==> src/rtl/serial_subtractor.sv <==
// Bit-serial N-bit subtractor: d = a - b - b_in, one bit per clock, LSB first.
// Define SERIAL_SUBTRACTOR_OVERFLOW_EN to add the registered signed-overflow output ovf.
`timescale 1ns/1ps

module serial_subtractor #(
    parameter int N = 4
) (
    input  logic         clk,
    input  logic         reset,
    input  logic         start,
    input  logic [N-1:0] a,
    input  logic [N-1:0] b,
    input  logic         b_in,
    output logic [N-1:0] d,
    output logic         b_out,
    output logic         busy,
    output logic         done
`ifdef SERIAL_SUBTRACTOR_OVERFLOW_EN
    ,
    output logic         ovf
`endif
);

    localparam int CNT_W = (N > 1) ? $clog2(N) : 1;
    localparam logic [CNT_W-1:0] LAST = CNT_W'(N - 1);

    typedef enum logic [1:0] {
        IDLE = 2'd0,
        RUN  = 2'd1,
        DONE = 2'd2
    } state_e;

    state_e           state_q, state_d;
    logic [N-1:0]     a_q, a_d;
    logic [N-1:0]     b_q, b_d;
    logic [N-1:0]     r_q, r_d;
    logic             br_q, br_d;
    logic [CNT_W-1:0] cnt_q, cnt_d;
    logic             diff;

`ifdef SERIAL_SUBTRACTOR_OVERFLOW_EN
    logic sa_q, sa_d;
    logic sb_q, sb_d;
    logic ovf_q, ovf_d;
`endif

    assign diff = a_q[0] ^ b_q[0] ^ br_q;

    always_comb begin
        // NOTE: every next-state variable gets its hold value first so no path leaves it unassigned (no latches).
        state_d = state_q;
        a_d     = a_q;
        b_d     = b_q;
        r_d     = r_q;
        br_d    = br_q;
        cnt_d   = cnt_q;
`ifdef SERIAL_SUBTRACTOR_OVERFLOW_EN
        sa_d    = sa_q;
        sb_d    = sb_q;
        ovf_d   = ovf_q;
`endif

        case (state_q)
            IDLE, DONE: begin
                if (start) begin
                    a_d     = a;
                    b_d     = b;
                    br_d    = b_in;
                    cnt_d   = '0;
`ifdef SERIAL_SUBTRACTOR_OVERFLOW_EN
                    sa_d    = a[N-1];
                    sb_d    = b[N-1];
`endif
                    state_d = RUN;
                end else if (state_q == DONE) begin
                    state_d = IDLE;
                end
            end
            RUN: begin
                br_d  = (~a_q[0] & b_q[0]) | (~(a_q[0] ^ b_q[0]) & br_q);
                r_d   = {diff, r_q[N-1:1]};
                a_d   = {1'b0, a_q[N-1:1]};
                b_d   = {1'b0, b_q[N-1:1]};
                cnt_d = cnt_q + 1'b1;
                if (cnt_q == LAST) begin
                    state_d = DONE;
`ifdef SERIAL_SUBTRACTOR_OVERFLOW_EN
                    // The bit produced on this edge is the result's sign bit.
                    ovf_d   = (sa_q ^ sb_q) & (sa_q ^ diff);
`endif
                end
            end
            default: state_d = IDLE;
        endcase
    end

    // NOTE: sequential state uses non-blocking assignments so all registers update from pre-edge values.
    always_ff @(posedge clk or posedge reset) begin
        if (reset) begin
            state_q <= IDLE;
            a_q     <= '0;
            b_q     <= '0;
            r_q     <= '0;
            br_q    <= 1'b0;
            cnt_q   <= '0;
`ifdef SERIAL_SUBTRACTOR_OVERFLOW_EN
            sa_q    <= 1'b0;
            sb_q    <= 1'b0;
            ovf_q   <= 1'b0;
`endif
        end else begin
            state_q <= state_d;
            a_q     <= a_d;
            b_q     <= b_d;
            r_q     <= r_d;
            br_q    <= br_d;
            cnt_q   <= cnt_d;
`ifdef SERIAL_SUBTRACTOR_OVERFLOW_EN
            sa_q    <= sa_d;
            sb_q    <= sb_d;
            ovf_q   <= ovf_d;
`endif
        end
    end

    assign d     = r_q;
    assign b_out = br_q;
    assign busy  = (state_q == RUN);
    assign done  = (state_q == DONE);
`ifdef SERIAL_SUBTRACTOR_OVERFLOW_EN
    assign ovf   = ovf_q;
`endif

endmodule

==> config.mk <==
export PLATFORM = sky130hd
export DESIGN_NAME = serial_subtractor
export DESIGN_NICKNAME = d
export VERILOG_FILES = /design/src/rtl/serial_subtractor.sv
export SDC_FILE = /design/constraint.sdc
export NUM_CORES = 1
export LEC_CHECK = 0
export CAP_MARGIN = 40
export CORE_MARGIN = 10
export CORE_UTILIZATION = 45
export CTS_CLUSTER_SIZE = 25
export DETAILED_ROUTE_END_ITERATION = 16
export PLACE_DENSITY_LB_ADDON = 0.08
export REMOVE_ABC_BUFFERS = 1
export SLEW_MARGIN = 10
export SYNTH_ARGS = -nofsm -noshare
export SYNTH_HDL_FRONTEND = slang
export SYNTH_SLANG_ARGS = --single-unit
export TNS_END_PERCENT = 30
==> constraint.sdc <==
create_clock -name clk -period 1.4 [get_ports clk]
set_clock_uncertainty 0.05 [all_clocks]
set_input_delay 0.35 -clock clk [delete_from_list [all_inputs] [get_ports clk]]
set_output_delay 0.35 -clock clk [all_outputs]
set_load 0.03 [all_outputs]
Yosys cells after proc, flatten, opt, wreduce, memory -nomap -nowiden
Index checks and enable logic that the tools add are counted.

Flip-flop bits (word level): 17. Input port bits: 12. Output and inout port bits: 7. Word-level logic and storage cells: 37.

$add $sub $neg: 1. Equal/unequal tests: 6. Multiplexer cells: 12. Bitwise operators: 7. Reduce and logical (&&, ||, !) cells: 5.

Operators by type and width (number): $pmux 4 s2 (2); $mux 2 (4); $mux 4 (2); $pmux 2 s2 (2); $eq 2x2->1 const B (2); $reduce_and 2->1 (2); $ne 3x3->1 const B (1); $add 2x1->2 const B (1); $and 1x1->1 (2); $eq 2x1->1 const B (1); $logic_not 2->1 (1); $ne 2x1->1 const B (1); $ne 2x2->1 const B (1); $not 1->1 (2); $pmux 1 s2 (1); $reduce_bool 2->1 (1); $reduce_or 2->1 (1); $xor 1x1->1 (2); $mux 1 (1); $or 1x1->1 (1).

Depth between registers and ports, before layout
Word-level depth: 5. Gate-level depth with buffers: 5. Depth with buffers taken out: 4.

Worst setup path after synthesis
No wires, ideal clock.

Path type: register -> register. Start point: register br_q (netlist: b_out). End point: register br_q (netlist: b_out). Setup time: 0.077 ns. Data arrival time: 1.326 ns. Required time: 1.273 ns. Slack: -0.053 ns. Stages on the path, launching flop included: 5. Path buffers: 0. Clock period less this slack: 1.453 ns. Cells stage by stage: dfrtp_1 > inv_1 > fa_1 > mux2_2 > a21oi_1.

Longest elaborated chain between the ends: 3.

Ends and longest elaborated chain: from (decl) (RTL line 37) `logic br_q, br_d;`; from (signal assigned) (RTL line 116) `br_q <= br_d;`; $and 1x1->1 (RTL line 80) `br_d = (~a_q[0] & b_q[0]) | (~(a_q[0] ^ b_q[0]) & br_q);`; $or 1x1->1 (RTL line 80); $pmux 1 s2 (RTL line 63) `case (state_q)`.

No other way between the ends. A chain may end at the register's enable or synchronous reset.

Final worst setup path
Start point: register state_q[1]. End point: output busy.

Longest elaborated chain between the ends: 1.

Ends and longest elaborated chain: from (decl) (RTL line 33) `state_e state_q, state_d;`; from (signal assigned) (RTL line 112) `state_q <= state_d;`; $eq 2x1->1 (RTL line 128) `assign busy = (state_q == RUN);`; to (decl) (RTL line 16) `output logic busy,`.

No other way between the ends.

==> out/qor.csv <==
metric,value,unit
routed wire length,1790,µm
CTS tree,done,
placed cell areas,1040,µm²
Final Hold Vio Count,0,
final setup fails,2,
Worst Tran Pin Value,0.267,ns
Final Cycle Share,105,%
mean routed wirelength per cell,13.7,µm
initial DRC count,15,
Synth top area share,51.5,%
final hold slack,0.311,ns
Via-to-Cell Ratio,4.76,
IO buf count,18,
Remaining DRCs,0,
final setup margin,-0.0676,ns
kind of critical path,reg -> out,
maximum vdd ir drop,1250,µV
initial antenna violation count,0,
CP endpoint kind,primary output,
synth top area cells,"dfrtp_1, nand2_1, mux2i_1",
CP Cell Sequence,nand2b_4 -> clkinv_4 -> buf_6,
Max Fclk,0.681,GHz
Multi-input gate area,357,µm²
Total Power,2590,µW
R2R cell count,4,
CP Launch Type,flop,
Layout area overhead,35.2,%
#FFs+latches synth,17,
# fillers,153,
reg2reg end,cnt_q[1]$_DFFE_PP0P_,
H-tree depth,1,
power density cells,2320,nW/µm²
CTS Hold Bufs,0,
vias in the first global route,655,
Pre-antenna DRT Iters,4,
Pleak,0.000512,µW
syn_area_per_cell,10.7,µm²
Place WS,-0.130,ns
"CP delay by family, top",flip-flops,
Crit Reg-Reg Startpoint,state_q[1]$_DFFE_PP0P_,
largest net degree at the start of global routing,18,
WL met2,808,µm
CP max-delay cell,dfrtp_2,
first-pass GRT wire length,3090,µm
Top Layer Used,met4,
diode count,0,
origin of the worst setup path,state_q[1]$_DFFE_PP0P_,
Max stage delay on crit path,0.44,ns
Met3 Wirelength,47,µm
Final GP Congestion,0.834,
CTS root buffer,clkbuf_4,
via count,624,
IO Pins,19,
Yosys warnings,0,
die height,62.8,µm
worst-case clock buffer depth,2,
"final std cell area, no fill",1120,µm²
cell taking the most area after synthesis,dfrtp_1,
Yosys cell types,25,
gr usage total,9.62,%
Pins Over Slew Limit,0,
mapped cell area,826,µm²
flop2flop setup slack,0.05,ns
Final ANT Viol Nets,0,
initial core utilization,47.8,%
RSZ-0062 raised after global routing,true,
Worst Path Buf+Inv,2,
HPWL Detailed,1330,µm
clk slew on worst S/H paths,0.10,ns
Rows,15,
outcome,finished with violations,
grt total ovfl,0,
sequential fraction of the synthesis area,51.5,%
failing checks,negative setup slack,
clk sink count,17,
Chip Width,62.8,µm
cell count after synthesis,77,
Period minus WS final,1.47,ns
die area,3950,µm²
Required @ worst endpoint,1.00,ns
# nets final,121,
worst hold-check path type,in -> async,
Worst EP arrival,1.07,ns
max-cap viol count,0,
"Max FO, Critical Path",4,
area of all sequential standard cells,428,µm²
worst-skew pair later-pin latency,0.29,ns
fin util,64.6,%
DRT met1 WL,912,µm
CTS Buf Count,3,
Slew HR,82.1,%
core area,1730,µm²
fraction of layout cells with a size suffix above 1,31.1,%
[worst max path at each step]
stage	end	slack, ns	cells past startpoint
after global routing	busy	-0.12	3
after floorplan	b_out$_DFFE_PP0P_	-0.05	4
after CTS	busy	-0.08	3
final	busy	-0.07	3
after global placement	a_q[3]$_DFFE_PP0P_	-0.12	4
after detailed placement	b_q[2]$_DFFE_PP0P_	-0.13	5
[worst reg2reg max path, cell delays in order, from the launching register on]
cell and delay [ns]:
dfrtp_2 0.44, buf_4 0.14, buf_4 0.12, mux2_4 0.29, a22o_1 0.21
[cells in the mapped netlist, drive strengths merged]
master,count
nand2b,2
inv,4
mux2,2
mux2i,3
a22o,3
nor3,2
and2,1
buf,4
a211oi,4
fa,1
nor2,4
nor2b,6
nand2,12
a21oi,5
o22ai,3
dfrtp,17
nand3,1
o21ai,2
ha,1
[power breakdown]
group	internal (µW)	switching [µW]
Sequential	731	176
Clock	106	160
Combinational	675	737
[registers in the layout (all words and copies together), names as in the netlist]
| name | count |
|---|---|
| b_q | 4 |
| b_out | 1 |
| cnt_q | 2 |
| a_q | 4 |
| state_q | 2 |
| d | 4 |
[cells in the final DEF, fill, tap and decap left out, types with 3 or more instances in the layout]
cell type	netlist	final
a211oi_1	4	4
a21oi_1	5	4
a22o_1	3	3
buf_4	0	16
clkbuf_4	0	3
clkdlybuf4s50_1	0	11
dfrtp_1	17	15
inv_1	3	3
mux2i_1	3	3
nand2_1	12	12
nor2_1	3	3
nor2b_1	4	4
o22ai_1	3	3
[stage by stage]
step	setup TNS (ns)	std cells
floorplan	-0.0534	73
detailed placement	-1.14	123
CTS	-0.128	130
global placement	-0.889	123
finish	-0.0960	131
global route	-0.195	131
[layout make-up]
class                      instances  area share [%]
sequential                        17            38.3
multi-input combinational         52            32.0
timing repair buffer              29            22.6
tap                               25            2.80
clock buffer                       3            2.02
inverter                           4            1.79
clock inverter                     1           0.448
[cells by family after synthesis]
logic type	share of synthesized area [%]
compound gates	13.3
fa+ha+maj	3.94
buf+inv	6.06
flops	51.5
mux	6.82
simple gates	18.3
[timing repair]
item / in CTS / in global routing
pin swaps: 0 / 1
setup endpoints to repair: 2 / 4
hold endpoints to repair: 0 / 0
setup buffers: 3 / 1
gates resized for setup: 5 / 3
[layer usage]
layer | track usage, % | vias up
li1 | - | 318
met1 | 13.0 | 290
met2 | 13.6 | 12
met3 | 2.33 | 4
met4 | 5.03 | 0
met5 | 0 | -
Note: power is estimated with default switching activity, not from simulation.
